File: src/rtl/sync_fifo_ctrl.sv
// Single-clock FIFO controller driving dual_port_ram (port A write, port B read); FIFO_ALMOST_FLAGS_EN adds almost_full/almost_empty.
// Read data is valid one cycle after an accepted read; writes when full and reads when empty are dropped and flagged.
module sync_fifo_ctrl #(
  parameter int DATA_WIDTH          = 8,
  parameter int ADDR_WIDTH          = 4,
  parameter int ALMOST_FULL_MARGIN  = 2,
  parameter int ALMOST_EMPTY_MARGIN = 2
) (
  input  logic                  clk,
  input  logic                  rst,
  input  logic                  wr_en,
  input  logic [DATA_WIDTH-1:0] wr_data,
  output logic                  full,
  input  logic                  rd_en,
  output logic                  rd_valid,
  output logic [DATA_WIDTH-1:0] rd_data,
  output logic                  empty,
  output logic [ADDR_WIDTH:0]   count,
  output logic                  overflow,
  output logic                  underflow,
  output logic                  collision_err,
  output logic                  ram_we_a,
  output logic [ADDR_WIDTH-1:0] ram_addr_a,
  output logic [DATA_WIDTH-1:0] ram_din_a,
  output logic                  ram_we_b,
  output logic [ADDR_WIDTH-1:0] ram_addr_b,
  output logic [DATA_WIDTH-1:0] ram_din_b,
  input  logic [DATA_WIDTH-1:0] ram_dout_b,
  input  logic                  ram_collision
`ifdef FIFO_ALMOST_FLAGS_EN
  ,
  output logic                  almost_full,
  output logic                  almost_empty
`endif
);

  localparam int DEPTH = 1 << ADDR_WIDTH;
  localparam logic [ADDR_WIDTH:0] FULL_CNT = {1'b1, {ADDR_WIDTH{1'b0}}};
  localparam logic [ADDR_WIDTH:0] ONE      = {{ADDR_WIDTH{1'b0}}, 1'b1};

  logic [ADDR_WIDTH:0] wr_ptr;
  logic [ADDR_WIDTH:0] rd_ptr;
  logic [ADDR_WIDTH:0] count_q;
  logic                wr_acc;
  logic                rd_acc;

  assign full   = (count_q == FULL_CNT);
  assign empty  = (count_q == '0);
  assign count  = count_q;
  assign wr_acc = wr_en & ~full;
  assign rd_acc = rd_en & ~empty;

  assign ram_we_a   = wr_acc;
  assign ram_addr_a = wr_ptr[ADDR_WIDTH-1:0];
  assign ram_din_a  = wr_data;
  assign ram_we_b   = 1'b0;
  assign ram_addr_b = rd_ptr[ADDR_WIDTH-1:0];
  assign ram_din_b  = '0;
  // The RAM registers port B every cycle, so its output already holds the word at the pre-increment rd_ptr.
  assign rd_data    = ram_dout_b;

  always_ff @(posedge clk or posedge rst) begin
    if (rst) begin
      wr_ptr        <= '0;
      rd_ptr        <= '0;
      count_q       <= '0;
      rd_valid      <= 1'b0;
      overflow      <= 1'b0;
      underflow     <= 1'b0;
      collision_err <= 1'b0;
    end else begin
      if (wr_acc) wr_ptr <= wr_ptr + ONE;
      if (rd_acc) rd_ptr <= rd_ptr + ONE;
      case ({wr_acc, rd_acc})
        2'b10:   count_q <= count_q + ONE;
        2'b01:   count_q <= count_q - ONE;
        default: count_q <= count_q;
      endcase
      rd_valid      <= rd_acc;
      overflow      <= overflow | (wr_en & full);
      underflow     <= underflow | (rd_en & empty);
      collision_err <= collision_err | ram_collision;
    end
  end

`ifdef FIFO_ALMOST_FLAGS_EN
  localparam logic [ADDR_WIDTH:0] AF_TH = (ADDR_WIDTH+1)'(DEPTH - ALMOST_FULL_MARGIN);
  localparam logic [ADDR_WIDTH:0] AE_TH = (ADDR_WIDTH+1)'(ALMOST_EMPTY_MARGIN);

  assign almost_full  = (count_q >= AF_TH);
  assign almost_empty = (count_q <= AE_TH);
`endif

endmodule

File: config.mk
export PLATFORM = sky130hd
export DESIGN_NAME = sync_fifo_ctrl
export DESIGN_NICKNAME = d
export VERILOG_FILES = /design/src/rtl/sync_fifo_ctrl.sv
export SDC_FILE = /design/constraint.sdc
export NUM_CORES = 1
export LEC_CHECK = 0
export ABC_AREA = 1
export BUFFER_PORTS_ARGS = -buffer_cell sky130_fd_sc_hd__clkbuf_2
export CELL_PAD_IN_SITES_DETAIL_PLACEMENT = 1
export CELL_PAD_IN_SITES_GLOBAL_PLACEMENT = 2
export CORE_ASPECT_RATIO = 1.75
export CORE_MARGIN = 5
export CORE_UTILIZATION = 25
export DETAILED_ROUTE_END_ITERATION = 8
export PLACE_DENSITY = 0.84
export SLEW_MARGIN = 20
export SYNTH_ARGS = -nofsm -noshare
export SYNTH_HDL_FRONTEND = slang
export SYNTH_SLANG_ARGS = --single-unit
File: constraint.sdc
create_clock -name clk -period 4.9 [get_ports clk]
set_input_delay 0.245 -clock clk [delete_from_list [all_inputs] [get_ports clk]]
set_output_delay 0.245 -clock clk [all_outputs]
set_load 0.02 [all_outputs]
# ---- After elaboration in Yosys (flattened, before gate mapping)
# Index checks and enable logic that the tools add are counted.
dict set report classes {
  add_sub_neg 4
  eq_ne 3
  n_mux 1
  n_bitwise 9
  n_reduce_logical 2
}
# operator n
set ops {}
lappend ops {{$add A5 B1 Y5 const B} 3}
lappend ops {{$pmux W5 S2} 1}
lappend ops {{$eq A5 B5 Y1 const B} 1}
lappend ops {{$logic_not A5 Y1} 1}
lappend ops {{$sub A5 B1 Y5 const B} 1}
lappend ops {{$and A1 B1 Y1} 4}
lappend ops {{$or A1 B1 Y1} 3}
lappend ops {{$eq A2 B1 Y1 const B} 1}
lappend ops {{$eq A2 B2 Y1 const B} 1}
lappend ops {{$not A1 Y1} 2}
lappend ops {{$reduce_bool A2 Y1} 1}
dict set report word_totals {
  ff_bits 19
  input_bits 21
  output_inout_bits 45
  elab_cells 26
}

# ---- Logic depth before layout (Yosys ltp)
# Gate-level depths: netlist (run 1).
dict set report logic_depth {
  ltp_word 5
  ltp_mapped 12
  mapped_depth_nobuf 12
}

# ---- Worst setup path before layout (run 1)
# Ideal clock, no wire load.
dict set report synth_timing {
  kind {register to register}
  from {register count_q[0] (netlist: count[0])}
  to {register count_q[3] (netlist: count[3])}
  setup_time_ns 0.117
  arrival_time_ns 2.023
  required_time_ns 4.783
  slack_ns 2.760
  stages_incl_launch_ff 12
  n_path_buf 0
  period_less_slack_ns 2.140
  cell_sequence {dfrtp_1 > nor2_4 > nand4_4 > nand2_4 > inv_1 > ha_1 > ha_1 > or2_2 > nand2_1 > nand2_1 > nand3_1 > nand2_1}
}
dict set report synth_via {
  elab_chain_cells 5
  elab_cells_between_ends 12
  cone_classes {2 x add/sub; 3 x eq/ne; 1 x mux; 4 x bitwise; 2 x reduce/logical}
}
# item line_no
set synth_lines {}
lappend synth_lines {{start, declared} 43} ;# logic [ADDR_WIDTH:0] count_q;
lappend synth_lines {{start signal, assigned} 75} ;# 2'b10: count_q <= count_q + ONE;
lappend synth_lines {{start signal, assigned} 76} ;# 2'b01: count_q <= count_q - ONE;
lappend synth_lines {{start signal, assigned} 77} ;# default: count_q <= count_q;
lappend synth_lines {{$logic_not A5 Y1 *} 48} ;# assign empty = (count_q == '0);
lappend synth_lines {{$not A1 Y1 *} 51} ;# assign rd_acc = rd_en & ~empty;
lappend synth_lines {{$and A1 B1 Y1 *} 51}
lappend synth_lines {{named net rd_acc} 45} ;# logic rd_acc;
lappend synth_lines {{$eq A2 B1 Y1 / $eq A2 B2 Y1 (equally long branches)} 74} ;# case ({wr_acc, rd_acc})
lappend synth_lines {{$pmux W5 S2 / $reduce_bool A2 Y1 (equally long branches)} --}
# Mark *: on every way through the listed nets, which the timed path passes. The rest lies on a longest branch.
# A chain may end at the register's enable or synchronous reset.

# ---- Worst setup path in the final report (run 1)
# Same ends and word-level chain as after synthesis.

==> impl_metrics.prom, run 1 <==
# TYPE chip_impl_metric gauge
chip_impl_info{name="outcome",value="complete, no violations"} 1
chip_impl_metric{name="postLayoutCellArea",unit="mm2"} 0.00123
chip_impl_metric{name="syn_to_final_growth",unit="%"} 6.15
chip_impl_info{name="worst_setup_path_end_kind",value="register"} 1
chip_impl_info{name="setup.worst_path.class",value="register to register"} 1
chip_impl_info{name="cpMaxStageDelayCell",value="sky130_fd_sc_hd__dfrtp_1"} 1
chip_impl_metric{name="worst-endpoint-arrival",unit="ns"} 2.38
chip_impl_metric{name="h_tree_level_count",unit=""} 1
chip_impl_metric{name="rows",unit=""} 32
chip_impl_metric{name="cap_violations",unit=""} 0
chip_impl_metric{name="cts.repair_timing.setup_buffer_count",unit=""} 0
chip_impl_metric{name="post_placement_setup_slack",unit="ns"} 2.63
chip_impl_metric{name="insertion_delay",unit="ns"} 0.25
chip_impl_metric{name="core-area",unit="mm2"} 0.00444
chip_impl_metric{name="ir_drop",unit="mV"} 0.209
chip_impl_metric{name="finalSetupTns",unit="ns"} 0
chip_impl_metric{name="power_density",unit="mW/mm2"} 632
chip_impl_metric{name="chipHeight",unit="um"} 100
chip_impl_metric{name="layout.nets",unit=""} 180
chip_impl_metric{name="syn_area",unit="mm2"} 0.00116
chip_impl_metric{name="cts_made_buffers",unit=""} 3
chip_impl_metric{name="dr.first_iter.drc_count",unit=""} 19
chip_impl_metric{name="drc",unit=""} 0
chip_impl_metric{name="fp.dieArea",unit="mm2"} 0.00616
chip_impl_metric{name="wl",unit="um"} 2480
chip_impl_metric{name="antenna_cells",unit=""} 0
chip_impl_metric{name="floorplan.io_pins",unit=""} 66
chip_impl_info{name="crit_path_start_kind",value="register"} 1
chip_impl_metric{name="gate_count_post_synth",unit=""} 140
chip_impl_metric{name="route.detailed.wl_per_inst",unit="um"} 12.3
chip_impl_info{name="leading_cell_types_in_the_layout_fill_and_taps_excluded",value="sky130_fd_sc_hd__nand2_1, sky130_fd_sc_hd__clkbuf_2, sky130_fd_sc_hd__dfrtp_1"} 1
chip_impl_metric{name="die-width",unit="um"} 61.5
chip_impl_metric{name="period_share",unit="%"} 45.8
chip_impl_metric{name="wire_length_of_the_first_global_routing_pass",unit="um"} 4180
chip_impl_metric{name="clk_path_buf_depth",unit=""} 2
chip_impl_metric{name="crit_fanout",unit=""} 6
chip_impl_metric{name="grt_start_max_net_pins",unit=""} 18
chip_impl_info{name="critical_path.cell_chain",value="nor2_4, nand4_4, nand2_4, inv_1, ha_1, ha_1, or2_2, nand2_1, nand2_1, nand3_1, nand2_1"} 1
chip_impl_metric{name="port_buf_inserts",unit=""} 24
chip_impl_metric{name="final_setup_violating_endpoints",unit=""} 0
chip_impl_metric{name="yosys_register_bits",unit=""} 17
chip_impl_metric{name="seq_area_frac_synth",unit="%"} 36.7
chip_impl_metric{name="post-route-min-period",unit="ns"} 2.24
chip_impl_metric{name="antenna_left",unit=""} 0
chip_impl_metric{name="totalPowerFinal",unit="uW"} 778
chip_impl_metric{name="tightestPinTransition",unit="ns"} 0.656
chip_impl_metric{name="crit_path_max_incr_delay",unit="ns"} 0.48
chip_impl_metric{name="finalHoldWorstSlack",unit="ns"} 0.0624
chip_impl_info{name="setup_repair_after_global_routing_missed_its_margin",value="no"} 1
chip_impl_info{name="mostFrequentLayoutCell",value="sky130_fd_sc_hd__nand2_1"} 1
chip_impl_metric{name="detailedRoute.firstPassIterationCount",unit=""} 4
chip_impl_metric{name="initial_antenna_violation_count",unit=""} 0
chip_impl_metric{name="critPathRequiredTime",unit="ns"} 5.04
chip_impl_metric{name="timing.fmax",unit="MHz"} 446
chip_impl_metric{name="gp_routability_congestion",unit=""} 0.736
chip_impl_info{name="cts_tree",value="done"} 1
chip_impl_metric{name="detailed_place.area",unit="mm2"} 0.00119
chip_impl_info{name="synthTopCellsByArea",value="sky130_fd_sc_hd__dfrtp_1, sky130_fd_sc_hd__buf_4, sky130_fd_sc_hd__nand2_1, sky130_fd_sc_hd__ha_1, sky130_fd_sc_hd__nand3_1"} 1
chip_impl_metric{name="drt-vias-per-instance",unit=""} 4.34
chip_impl_metric{name="grt-ovfl-total",unit=""} 0
chip_impl_metric{name="yosys.area.top_type_share",unit="%"} 36.7
chip_impl_metric{name="vias",unit=""} 876
chip_impl_metric{name="maxSlewHeadroom",unit="%"} 56.2
chip_impl_metric{name="drive_above_1_share",unit="%"} 24.5
chip_impl_metric{name="worst_clock_skew",unit="ns"} 0.00141
chip_impl_metric{name="grt_pass1_vias",unit=""} 900
chip_impl_info{name="critical_path.top_delay_family",value="simple AND/OR/NAND/NOR gates"} 1
chip_impl_metric{name="synthDistinctLibCells",unit=""} 19
chip_impl_metric{name="post_synth.cell_area_avg",unit="um2"} 8.28
chip_impl_metric{name="start_util",unit="%"} 26.1
chip_impl_metric{name="total_leakage_power",unit="nW"} 0.693
chip_impl_metric{name="place_hpwl",unit="um"} 2110
chip_impl_info{name="crit_path_frequent_cell",value="sky130_fd_sc_hd__nand2_1"} 1
chip_impl_metric{name="critPathBufInv",unit=""} 1
chip_impl_metric{name="total_routing_resource_utilization_after_global_routing",unit="%"} 8.97
chip_impl_metric{name="clk_pin_slew_worst_paths",unit="ns"} 0.06
chip_impl_info{name="cts.root.buffer_cell",value="sky130_fd_sc_hd__clkbuf_8"} 1
chip_impl_metric{name="numClockSinks",unit=""} 17
chip_impl_metric{name="holdBufCountCts",unit=""} 0
chip_impl_metric{name="drv_slew",unit=""} 0
chip_impl_info{name="hp_class",value="input port to async pin"} 1
chip_impl_metric{name="post-route-worst-setup-slack",unit="ns"} 2.66
chip_impl_info{name="yosys.area.top_type",value="sky130_fd_sc_hd__dfrtp_1"} 1
chip_impl_metric{name="synth-warning-count",unit=""} 0
chip_impl_metric{name="post_cts_resize_count",unit=""} 0
chip_impl_metric{name="finalHoldViolations",unit=""} 0
path summary, 6_finish.rpt:
check | start | endpoint | slack [ns] | cells past startpoint
max | count[0]$_DFFE_PP0P_ | count[3]$_DFFE_PP0P_ | 2.66 | 11
min | rst | rd_ptr[1]$_DFFE_PP0P_ | 0.06 | 2
max reg2reg | count[0]$_DFFE_PP0P_ | count[3]$_DFFE_PP0P_ | 2.66 | 11
min reg2reg | underflow$_DFF_PP0_ | underflow$_DFF_PP0_ | 0.46 | 2
max in group asynchronous | rst | wr_ptr[1]$_DFFE_PP0P_ | 4.42 | 2
min in group clk | ram_collision | collision_err$_DFF_PP0_ | 0.19 | 2
report_power, final:
group          leakage (nW)  total (mW)  switching (mW)  internal [mW]
sequential            0.199       0.274          0.0812          0.193
combinational         0.472       0.401           0.255          0.145
clock                0.0228       0.103          0.0452         0.0576
total                 0.693       0.778           0.382          0.396
synth_stat cells:
master	instances
sky130_fd_sc_hd__o21ai_0	2
sky130_fd_sc_hd__nand4_1	2
sky130_fd_sc_hd__or2_2	3
sky130_fd_sc_hd__nor2_1	3
sky130_fd_sc_hd__ha_1	6
sky130_fd_sc_hd__nand4_4	2
sky130_fd_sc_hd__inv_2	2
sky130_fd_sc_hd__dfrtp_1	17
sky130_fd_sc_hd__nor2_4	1
sky130_fd_sc_hd__nand2_1	42
sky130_fd_sc_hd__nand3b_1	2
sky130_fd_sc_hd__conb_1	1
sky130_fd_sc_hd__nand3_1	12
sky130_fd_sc_hd__xnor2_1	1
sky130_fd_sc_hd__inv_1	14
sky130_fd_sc_hd__buf_4	25
sky130_fd_sc_hd__nand2_4	2
sky130_fd_sc_hd__xor2_1	2
sky130_fd_sc_hd__fa_1	1
metal layers:
layer / routed length [um] / up-vias / track usage (%)
met2: 1370 / 26 / 16.2
li1: - / 423 / -
met4: 59 / 0 / 4.90
met5: 0 / - / 0
met1: 874 / 423 / 9.31
met3: 172 / 4 / 1.29
registers in the layout (all words and copies together), names as in the netlist:
| signal | flops |
|---|---|
| underflow | 1 |
| count | 5 |
| collision_err | 1 |
| rd_valid | 1 |
| wr_ptr | 4 |
| rd_ptr | 4 |
| overflow | 1 |
worst register-to-register path, cell delays in order, from the launching register on:
cell	delay, ns
sky130_fd_sc_hd__dfrtp_1	0.48
sky130_fd_sc_hd__nor2_4	0.20
sky130_fd_sc_hd__nand4_4	0.15
sky130_fd_sc_hd__nand2_4	0.12
sky130_fd_sc_hd__inv_1	0.06
sky130_fd_sc_hd__ha_1	0.26
sky130_fd_sc_hd__ha_1	0.33
sky130_fd_sc_hd__or2_2	0.29
sky130_fd_sc_hd__nand2_1	0.07
sky130_fd_sc_hd__nand2_1	0.04
sky130_fd_sc_hd__nand3_1	0.08
sky130_fd_sc_hd__nand2_1	0.06
layout make-up:
type | instances | area, um2
Clock buffer | 4 | 45.0
Fill cell | 559 | 3210
Inverter | 16 | 60.1
Multi-Input combinational cell | 90 | 517
Sequential cell | 17 | 425
Tap cell | 51 | 63.8
Timing Repair Buffer | 24 | 120
stage by stage:
| step | utilization [%] | cells |
|---|---|---|
| after floorplan | - | 148 |
| after detailed placement | 26.7 | 198 |
| final | 27.7 | 202 |
| after CTS | 27.7 | 202 |
| after global routing | 27.7 | 202 |
| after global placement | 26.7 | 198 |
kinds of logic after synthesis:
kind of cell / count (synthesis) / share of synthesized area, %
xor+xnor: 3 / 2.27
simple gates: 69 / 30.3
flops: 17 / 36.7
compound gates: 2 / 0.863
other cells: 1 / 0.323
fa+ha+maj: 7 / 8.20
buf+inv: 41 / 21.4
No activity file was read; power rests on OpenSTA's default activity.
==> run 2: changes to the inputs <==
Settings changed: CORE_UTILIZATION 25 to 21, PLACE_DENSITY 0.84 to 0.75.
Clock period 4.9 ns to 1.9 ns, I/O delays scaled along.
==> run 2 against run 1 <==
Combinational power rose to 3.2 times the previous value. Clock-buffer cell count down 1. Sequential power up 150%. Final cell count up 17%. Critical path depth up 1. Non-clock buffer count up 11. Largest power group unchanged. Critical path type unchanged. Die area up 16%. Via count up 2.6%. Sequential cell count unchanged. Routed wire length up 3.2%. Clock power rose to 2.7 times the previous value.
==> impl_metrics.prom, run 2 (synthesis gave the netlist of run 1 again) <==
# TYPE chip_impl_metric gauge
chip_impl_metric{name="fillers",unit=""} 689
chip_impl_metric{name="seqCellArea",unit="um2"} 430
chip_impl_metric{name="floorplan.io_pins",unit=""} 66
chip_impl_info{name="mostFrequentLayoutCell",value="sky130_fd_sc_hd__nand2_1"} 1
chip_impl_metric{name="dr.first_iter.drc_count",unit=""} 22
chip_impl_metric{name="route.detailed.wl_per_inst",unit="um"} 10.8
chip_impl_metric{name="vias",unit=""} 899
chip_impl_metric{name="grt_start_max_net_pins",unit=""} 18
chip_impl_metric{name="drc",unit=""} 0
chip_impl_metric{name="drt-vias-per-instance",unit=""} 3.81
chip_impl_info{name="worst_setup_path_startpoint",value="count[0]$_DFFE_PP0P_"} 1
chip_impl_metric{name="insertion_delay",unit="ns"} 0.26
chip_impl_metric{name="place_hpwl",unit="um"} 2080
chip_impl_metric{name="port_buf_inserts",unit=""} 24
chip_impl_metric{name="grt.met1_usage",unit="%"} 9.20
chip_impl_metric{name="post-route-worst-setup-slack",unit="ns"} 0.0624
chip_impl_metric{name="multi_input_comb_area",unit="um2"} 569
chip_impl_info{name="leading_cell_types_in_the_layout_fill_and_taps_excluded",value="sky130_fd_sc_hd__nand2_1, sky130_fd_sc_hd__clkbuf_2, sky130_fd_sc_hd__dfrtp_1"} 1
chip_impl_info{name="cts.root.buffer_cell",value="sky130_fd_sc_hd__clkbuf_8"} 1
chip_impl_metric{name="post-route-min-period",unit="ns"} 1.84
chip_impl_metric{name="wire_length_of_the_first_global_routing_pass",unit="um"} 4480
chip_impl_info{name="timing.critical_path.to",value="count[4]$_DFFE_PP0P_"} 1
chip_impl_metric{name="antenna_left",unit=""} 0
chip_impl_metric{name="timing.fmax",unit="MHz"} 544
chip_impl_metric{name="clk_pin_slew_worst_paths",unit="ns"} 0.08
chip_impl_metric{name="die-width",unit="um"} 66.2
chip_impl_metric{name="final_setup_violating_endpoints",unit=""} 0
chip_impl_info{name="global_route.peak_usage_layer",value="met2"} 1
chip_impl_metric{name="h_tree_level_count",unit=""} 1
chip_impl_info{name="cpMaxStageDelayCell",value="sky130_fd_sc_hd__dfrtp_2"} 1
chip_impl_info{name="crit_path_frequent_cell",value="sky130_fd_sc_hd__nand2_1"} 1
chip_impl_metric{name="finalSetupTns",unit="ns"} 0
chip_impl_metric{name="layout.nets",unit=""} 191
chip_impl_metric{name="detailedRoute.firstPassIterationCount",unit=""} 4
chip_impl_metric{name="clk_path_buf_depth",unit=""} 2
chip_impl_metric{name="groute.layer.met3.usage",unit="%"} 1.77
chip_impl_metric{name="finalHoldWorstSlack",unit="ns"} 0.0286
chip_impl_metric{name="drv_slew",unit=""} 0
chip_impl_info{name="hp_class",value="input port to register"} 1
chip_impl_metric{name="period_share",unit="%"} 96.7
chip_impl_metric{name="power_density",unit="mW/mm2"} 1580
chip_impl_metric{name="numClockSinks",unit=""} 17
chip_impl_metric{name="grt-ovfl-total",unit=""} 0
chip_impl_metric{name="wl",unit="um"} 2560
chip_impl_info{name="cts_tree",value="done"} 1
chip_impl_metric{name="critPathRequiredTime",unit="ns"} 2.05
chip_impl_metric{name="totalPowerFinal",unit="mW"} 2.23
chip_impl_info{name="outcome",value="complete, no violations"} 1
chip_impl_metric{name="finalHoldViolations",unit=""} 0
chip_impl_metric{name="maxSlewHeadroom",unit="%"} 54.6
chip_impl_metric{name="gp_routability_congestion",unit=""} 0.717
chip_impl_metric{name="crit_fanout",unit=""} 6
chip_impl_metric{name="ir_drop",unit="mV"} 0.498
chip_impl_metric{name="largest_register_ffs",unit=""} 5
chip_impl_info{name="regToRegStartpoint",value="count[0]$_DFFE_PP0P_"} 1
chip_impl_metric{name="grt_pass1_vias",unit=""} 957
chip_impl_metric{name="tightestPinTransition",unit="ns"} 0.681
chip_impl_metric{name="total_leakage_power",unit="nW"} 0.735
chip_impl_metric{name="worst-endpoint-arrival",unit="ns"} 1.99
chip_impl_metric{name="drive_above_1_share",unit="%"} 38.3
chip_impl_metric{name="r2r_setup_slack",unit="ns"} 0.06
chip_impl_info{name="critical_path.cell_chain",value="nor2_4, nand4_4, nand2_4, inv_4, ha_4, fa_2, nand2_2, nand2_2, nand2_1, nand2_1, nand3_1, nand2_1"} 1
chip_impl_metric{name="groute.layer.met2.usage",unit="%"} 13.2
chip_impl_info{name="worst_setup_path_end_kind",value="register"} 1
chip_impl_metric{name="antenna_cells",unit=""} 0
chip_impl_metric{name="fp.dieArea",unit="mm2"} 0.00717
chip_impl_metric{name="start_util",unit="%"} 21.7
chip_impl_metric{name="total_routing_resource_utilization_after_global_routing",unit="%"} 7.98
chip_impl_metric{name="cap_violations",unit=""} 0
chip_impl_metric{name="initial_antenna_violation_count",unit=""} 0
chip_impl_metric{name="final_util",unit="%"} 26.4
chip_impl_metric{name="chipHeight",unit="um"} 108
chip_impl_metric{name="cts_made_buffers",unit=""} 3
chip_impl_metric{name="post_placement_setup_slack",unit="ns"} 0.0599
chip_impl_info{name="hold_path_startpoint",value="ram_collision"} 1
chip_impl_metric{name="crit_path_max_incr_delay",unit="ns"} 0.43
chip_impl_info{name="r2r_end",value="count[4]$_DFFE_PP0P_"} 1
chip_impl_info{name="crit_path_start_kind",value="register"} 1
chip_impl_metric{name="reg2regPathDepth",unit=""} 12
chip_impl_info{name="setup_repair_after_global_routing_missed_its_margin",value="yes"} 1
chip_impl_info{name="setup.worst_path.class",value="register to register"} 1
chip_impl_metric{name="core-area",unit="mm2"} 0.00534
chip_impl_metric{name="syn_to_final_growth",unit="%"} 21.7
chip_impl_metric{name="worst_clock_skew",unit="ns"} 0.00842
chip_impl_metric{name="rows",unit=""} 35
## run 2: cell count changes in the layout (fill, tap and decap cells not counted), sizes merged
cell	delta
dlygate4sd3	+1
clkinvlp	+1
buf	+10
clkbuf	-1
## run 2: layout make-up
cell class | instances | share of cell area [%]
Sequential cell | 17 | 30.5
Inverter | 16 | 4.61
Multi-Input combinational cell | 90 | 40.3
Clock inverter | 1 | 0.532
Timing Repair Buffer | 35 | 14.5
Tap cell | 74 | 6.56
Clock buffer | 3 | 2.93
## run 2: power breakdown
group	internal, mW	switching [mW]
Sequential	0.507	0.170
Combinational	0.532	0.743
Clock	0.148	0.135
Total	1.19	1.05
## run 2: per-stage QoR
| step | instances | area, um2 |
|---|---|---|
| detailed placement | 228 | 1320 |
| global placement | 228 | 1320 |
| CTS | 233 | 1380 |
| finish | 236 | 1410 |
| floorplan | 148 | 1240 |
| global route | 236 | 1410 |
## run 2: per-layer routing
metal / up-vias / routed length [um]
met1: 420 / 1090
met5: - / 0
li1: 448 / -
met3: 6 / 134
met4: 0 / 51
met2: 25 / 1280
## run 2: how the worst min path moves through the flow
stage	slack, ns	to	depth (start not counted)
2_1_floorplan	0.02	collision_err$_DFF_PP0_	1
3_3_place_gp	0.19	ram_din_a[7]	0
4_1_cts	0.02	collision_err$_DFF_PP0_	2
5_1_grt	0.04	collision_err$_DFF_PP0_	2
3_5_place_dp	0.19	ram_din_a[7]	0
6_report	0.03	collision_err$_DFF_PP0_	2
## run 2: critical path: cells and delay by family (launching register included)
family / cells / cell delay (ns)
and+or+nand+nor: 9 / 0.73
adders and majority gates: 2 / 0.54
DFF: 1 / 0.43
buffers and inverters: 1 / 0.04
## run 2: repair_timing
action / CTS / global route
resized for setup: 0 / 4
hold endpoints to repair: 17 / 0
endpoints found under the setup margin: 0 / 2
setup buffers: 0 / 3
hold buffers: 1 / 0
